<file path="src/rtl/fetch_stage.sv">
// IF stage: PC register, single-outstanding instruction fetch, response buffer and redirect handling.
// Optional misaligned-redirect detection is enabled with FETCH_MISALIGN_CHECK_EN.
//
// state  | meaning
// S_REQ  | issuing a read for pc_q (suppressed by a same-cycle redirect)
// S_WAIT | request outstanding, response will be kept
// S_DROP | request outstanding, response belongs to a redirected-away PC
// S_HOLD | fetched word buffered and presented to IF/ID
module fetch_stage #(
  parameter logic [31:0] RESET_PC     = 32'h0000_0000,
  parameter logic [31:0] BUBBLE_INSTR = 32'h0000_0000
) (
  input  logic        i_clk,
  input  logic        i_rst_n,
  input  logic        i_stallF,
  input  logic        i_pc_src,
  input  logic [31:0] i_pc_target,
  output logic        o_imem_req,
  output logic [31:0] o_imem_addr,
  input  logic        i_imem_rvalid,
  input  logic [31:0] i_imem_rdata,
  output logic [31:0] o_instrF,
  output logic [31:0] o_PCF,
  output logic [31:0] o_PCPlus4F,
  output logic        o_instr_valid,
  output logic        o_fetch_wait,
  output logic        o_misaligned
);

  typedef enum logic [1:0] {
    S_REQ  = 2'd0,
    S_WAIT = 2'd1,
    S_DROP = 2'd2,
    S_HOLD = 2'd3
  } state_t;

  state_t      state_q, state_d;
  logic [31:0] pc_q, pc_d;
  logic [31:0] buf_q, buf_d;
  logic [31:0] redirect_pc;
  logic        misaligned_q;

`ifdef FETCH_MISALIGN_CHECK_EN
  assign redirect_pc = {i_pc_target[31:2], 2'b00};

  // Sticky until reset so a later aligned redirect cannot hide the event.
  always_ff @(posedge i_clk or negedge i_rst_n) begin
    if (!i_rst_n) begin
      misaligned_q <= 1'b0;
    end else if (i_pc_src && (i_pc_target[1:0] != 2'b00)) begin
      misaligned_q <= 1'b1;
    end
  end
`else
  assign redirect_pc  = i_pc_target;
  assign misaligned_q = 1'b0;
`endif

  always_ff @(posedge i_clk or negedge i_rst_n) begin
    if (!i_rst_n) begin
      state_q <= S_REQ;
      pc_q    <= RESET_PC;
      buf_q   <= 32'h0000_0000;
    end else begin
      state_q <= state_d;
      pc_q    <= pc_d;
      buf_q   <= buf_d;
    end
  end

  always_comb begin
    state_d    = state_q;
    pc_d       = pc_q;
    buf_d      = buf_q;
    o_imem_req = 1'b0;
    case (state_q)
      S_REQ: begin
        o_imem_req = ~i_pc_src;
        if (i_pc_src) begin
          pc_d = redirect_pc;
        end else begin
          state_d = S_WAIT;
        end
      end
      S_WAIT: begin
        if (i_pc_src) begin
          pc_d    = redirect_pc;
          // A response landing with the redirect retires the old request.
          state_d = i_imem_rvalid ? S_REQ : S_DROP;
        end else if (i_imem_rvalid) begin
          buf_d   = i_imem_rdata;
          state_d = S_HOLD;
        end
      end
      S_DROP: begin
        if (i_pc_src) begin
          pc_d = redirect_pc;
        end
        if (i_imem_rvalid) begin
          state_d = S_REQ;
        end
      end
      S_HOLD: begin
        if (i_pc_src) begin
          pc_d    = redirect_pc;
          state_d = S_REQ;
        end else if (!i_stallF) begin
          pc_d    = pc_q + 32'd4;
          state_d = S_REQ;
        end
      end
      default: state_d = S_REQ;
    endcase
  end

  assign o_instr_valid = (state_q == S_HOLD);
  assign o_fetch_wait  = ~o_instr_valid;
  assign o_instrF      = o_instr_valid ? buf_q : BUBBLE_INSTR;
  assign o_PCF         = pc_q;
  assign o_imem_addr   = pc_q;
  assign o_PCPlus4F    = pc_q + 32'd4;
  assign o_misaligned  = misaligned_q;

endmodule

</file>
<file path="config.mk">
export PLATFORM = sky130hd
export DESIGN_NAME = fetch_stage
export DESIGN_NICKNAME = d
export VERILOG_FILES = /design/src/rtl/fetch_stage.sv
export SDC_FILE = /design/constraint.sdc
export NUM_CORES = 1
export LEC_CHECK = 0
export CAP_MARGIN = 25
export CORE_MARGIN = 1
export CORE_UTILIZATION = 45
export CTS_BUF_LIST = sky130_fd_sc_hd__clkbuf_8
export CTS_CLUSTER_SIZE = 16
export DETAILED_ROUTE_END_ITERATION = 8
export GPL_ROUTABILITY_DRIVEN = 0
export GPL_TIMING_DRIVEN = 0
export PLACE_DENSITY = 0.89
export SLEW_MARGIN = 20
export SYNTH_ARGS = -nofsm -noshare
export SYNTH_HDL_FRONTEND = slang
export SYNTH_SLANG_ARGS = --single-unit
</file>
<file path="constraint.sdc">
create_clock -name i_clk -period 3.95 [get_ports i_clk]
set_input_delay 0.5925 -clock i_clk [delete_from_list [all_inputs] [get_ports i_clk]]
set_output_delay 0.5925 -clock i_clk [all_outputs]
set_load 0.01 [all_outputs]
</file>
# After elaboration in Yosys (flattened, before gate mapping)
# Index checks and enable logic that the tools add are counted.
# W data, S select, Z words.
# totals
ff_bits	66
in_bits	69
output_inout_bits	132
elab_cells	33
# classes
add_sub_neg	1
n_eq_ne	8
muxes	14
bitwise	2
n_reduce_logical	5
# ops
op	count
$mux W32	4
$pmux W32 S2	1
$add A32 B3 Y32 const B	1
$mux W2	7
$pmux W2 S4	1
$ne A3 B3 Y1 const B	2
$eq A2 B2 Y1 const B	2
$ne A2 B2 Y1 const B	2
$reduce_and A4 Y1	1
$reduce_and A3 Y1	1
$reduce_or A3 Y1	1
$eq A2 B1 Y1 const B	1
$logic_not A2 Y1	1
$ne A2 B1 Y1 const B	1
$not A1 Y1	2
$reduce_and A2 Y1	1
$mux W1	1

# Longest topological paths before layout
# logic_depth
word_depth	4
mapped_depth	7
mapped_depth_nobuf	6

# Least setup slack after synthesis
# OpenSTA, ideal clock, no wires.
# synth_path
path_type	register to output
startpoint	register pc_q[10] (netlist: o_PCF[10])
endpoint	output port o_PCPlus4F[23]
t_arrival_ps	1778
required_time_ps	3357
path_slack_ps	1579
path_stages_with_launch	8
n_path_buf	2
cell_sequence	dfrtp_1 -> buf_2 -> nand4_1 -> nor4_2 -> and2_0 -> buf_2 -> nand3_1 -> xnor2_1
# synth_between
elab_chain_cells	1
# synth_lines
element	line	text
start, declared	38	logic [31:0] pc_q, pc_d;
start signal, assigned	66	pc_q <= pc_d;
$add A32 B3 Y32	121	assign o_PCPlus4F = pc_q + 32'd4;
end, declared	24	output logic [31:0] o_PCPlus4F,
# Every way passes these cells.

# Worst setup path in the final report
# layout_path
startpoint	register pc_q[2] (netlist: o_PCF[2])
endpoint	output port o_PCPlus4F[30]
# The elaborated chain is that of the path after synthesis.

==> results.sh <==
export IMPL_synth_top_area_share_pct=41.1
export IMPL_p_seq_share_pct=39.4
export IMPL_die_w_um=96.5
export IMPL_synth_compound_area_share_pct=3.83
export IMPL_wirelength_um=12100
export IMPL_via_per_inst=5.12
export IMPL_first_iter_violations=90
export IMPL_synth_area_um2=4020
export IMPL_r2r_start="o_PCF[2]$_DFFE_PN0P_"
export IMPL_clock_skew_ps=6.96
export IMPL_clock_latency_ps=340
export IMPL_slew_viol_final=0
export IMPL_period_share_pct=89.1
export IMPL_synth_edff_count=0
export IMPL_drive_gt1_share_pct=17.0
export IMPL_worstMarginPinSlew_ps=699
export IMPL_cts_path_max_buffers=2
export IMPL_hpwl_um=9260
export IMPL_grt_usage_pct=26.7
export IMPL_final_nets=701
export IMPL_cts_buffers=9
export IMPL_grt_max_degree=40
export IMPL_grt_pass1_vias=3925
export IMPL_crit_fanout=6
export IMPL_cp_end_kind="output pin"
export IMPL_die_area_um2=9300
export IMPL_p_int_mw=1.71
export IMPL_fill_cells=616
export IMPL_worstSetupStartpointType="flop"
export IMPL_htreeDepth=3
export IMPL_wire_per_inst_um=16.2
export IMPL_synth_fa_ha_area_share_pct=0.312
export IMPL_initial_core_util_pct=46.3
export IMPL_port_buffers=198
export IMPL_tns_ps=0
export IMPL_rrSetupSlack_ps=1570
export IMPL_ir_drop_mv=0.369
export IMPL_maxSlewHeadroom_pct=53.0
export IMPL_pin_count=201
export IMPL_cts_hold_buf=0
export IMPL_yosys_area_share_simple_pct=21.3
export IMPL_powerDensity_nw_per_um2=377
export IMPL_post_cts_resized=0
export IMPL_setup_viol_count_final=0
export IMPL_synth_net_count=491
export IMPL_fp_dieH_um=96.5
export IMPL_max_freq_mhz=284
export IMPL_drv_cap=0
export IMPL_criticalPathCategory="flop to output pin"
export IMPL_hold_class="input pin to asynchronous set/reset pin"
export IMPL_power_share_combinational_pct=32.5
export IMPL_synthTopCellsByCount="dfrtp_1, nand2_1, mux2_2, buf_4, and3_1"
export IMPL_worstReg2RegEnd="o_PCF[30]$_DFFE_PN0P_"
export IMPL_period_needed_ps=3520
export IMPL_rows=34
export IMPL_synth_xor_area_share_pct=12.7
export IMPL_drc=0
export IMPL_stdcell_area_um2=6390
export IMPL_synth_area_top_cells="dfrtp_1, mux2_2, buf_4"
export IMPL_cts_sinks=66
export IMPL_synthDistinctLibCells=36
export IMPL_clkPwrFrac_pct=28.1
export IMPL_via_count=3811
export IMPL_switching_share_pct=28.8
export IMPL_cp_required_ps=3360
export IMPL_muxShareOfSynthArea_pct=10.6
export IMPL_synth_warnings=0
export IMPL_syn_inst=421
export IMPL_grt_overflow=0
export IMPL_yosys_area_top_type="dfrtp_1"
export IMPL_critPathArrivalTime_ps=2930
export IMPL_synth_ff_type="dfrtp_1"
export IMPL_cts_root_buf="clkbuf_8"
export IMPL_rr_worst_depth=6
export IMPL_coreArea_um2=8680
export IMPL_seq_area_frac_synth_pct=41.1
export IMPL_power_switching_mw=0.693
export IMPL_synth_seq_cells=66
export IMPL_status="complete, no violations"
export IMPL_hold_viol_final=0
export IMPL_placed_area_um2=6150
export IMPL_synth_avg_cell_area_um2=9.54
export IMPL_clkSlewWorstSetupHoldPaths_ps=70
export IMPL_synth_top_family_by_area="simple AND/OR/NAND/NOR gates"
export IMPL_p_leak_nw=2.67
export IMPL_syn_to_final_growth_pct=59.1
export IMPL_postRouteAntennaNets=0
export IMPL_antenna_found_initial=0
export IMPL_rsz0062_at_grt="false"
export IMPL_grt_first_pass_wirelength_um=18800
export IMPL_drtPass1Iterations=4
export IMPL_antenna_diode_count=0
export IMPL_synthArstFlopShare_pct=100
export IMPL_cts_tree="built"
export IMPL_synth_most_common_cell="dfrtp_1"
export IMPL_cts_setup_buffers=0
worst max-delay path by stage:
stage | endpoint | depth (start not counted) | startpoint
floorplan | o_PCPlus4F[23] | 7 | o_PCF[10]$_DFFE_PN0P_
finish | o_PCPlus4F[30] | 6 | o_PCF[2]$_DFFE_PN0P_
global placement | o_PCF[24]$_DFFE_PN0P_ | 1 | i_rst_n
global route | o_PCPlus4F[30] | 6 | o_PCF[2]$_DFFE_PN0P_
CTS | o_PCPlus4F[30] | 6 | o_PCF[2]$_DFFE_PN0P_
detailed placement | o_PCPlus4F[28] | 6 | o_PCF[2]$_DFFE_PN0P_
power groups by stage:
stage                     clock network, mW  registers [mW]  logic, mW
after global routing                  0.712           0.970      0.845
after detailed placement                  0           0.960      0.782
after CTS                             0.685           0.949      0.788
final                                 0.677           0.949      0.782
after global placement                    0           0.946      0.753
after floorplan                           0           0.939      0.376
flip-flops by register name, summed over array words and instances, names as in the netlist:
register / cells
buf_q: 32
state_q: 2
o_PCF: 32
cell families (layout without fill, tap and decap cells):
kind of cell	count (synthesis)	after routing
AND/OR/NAND/NOR	159	159
buffers and inverters	68	283
flip-flops	66	66
XOR/XNOR	58	58
multiplexers	38	38
AO/OA/AOI/OAI	30	30
adder cells (fa/ha/maj)	1	1
other	1	1
layout make-up:
cell class,count,area (um2),area share (%)
inverter,4,15.0,0.235
buffer,64,387,6.05
clock inverter,4,72.6,1.14
tap,108,135,2.12
multi-input combinational,287,1960,30.7
clock buffer,12,165,2.59
timing repair buffer,199,2000,31.3
sequential,66,1650,25.9
layout by cell type (no fill, tap or decap), drive strengths merged, types with 2 or more instances in the layout:
master / netlist / routed
clkdlybuf4s50: 0 / 197
nand2: 52 / 52
dfrtp: 66 / 66
and3: 33 / 33
xnor2: 30 / 30
xor2: 28 / 28
nand3: 17 / 17
bufinv: 0 / 2
inv: 4 / 4
nand4: 20 / 20
mux2: 37 / 37
nand3b: 2 / 2
nand2b: 2 / 2
nor3: 6 / 6
buf: 43 / 45
and4: 2 / 2
clkbuf: 21 / 33
and2: 4 / 4
o21ai: 29 / 29
nor2: 16 / 16
nor4: 3 / 3
critical path, stage by stage (launching register included):
cell and delay [ps]:
dfrtp_1 480, ha_1 290, nand4_1 230, nor4_2 590
nand3_1 210, xnor2_1 200, clkdlybuf4s50_1 590
stage by stage:
stage	instances	total power, mW	utilization [%]	hold WS, ps	setup slack [ps]
2_1_floorplan	421	1.31	-	297	1580
3_3_place_gp	727	1.70	70.7	482	60.0
3_5_place_dp	728	1.74	70.9	490	790
4_1_cts	744	2.42	73.6	174	424
5_1_grt	744	2.53	73.6	190	233
6_report	744	2.41	73.6	168	429
layer usage:
layer | part of all wire, % | vias up | track usage, %
li1 | - | 1812 | -
met1 | 37 | 1813 | 29.0
met2 | 52 | 165 | 48.2
met3 | 9.8 | 21 | 9.94
met4 | 1.8 | 0 | 7.84
met5 | 0 | - | 0
(Power assumes the default switching activity.)
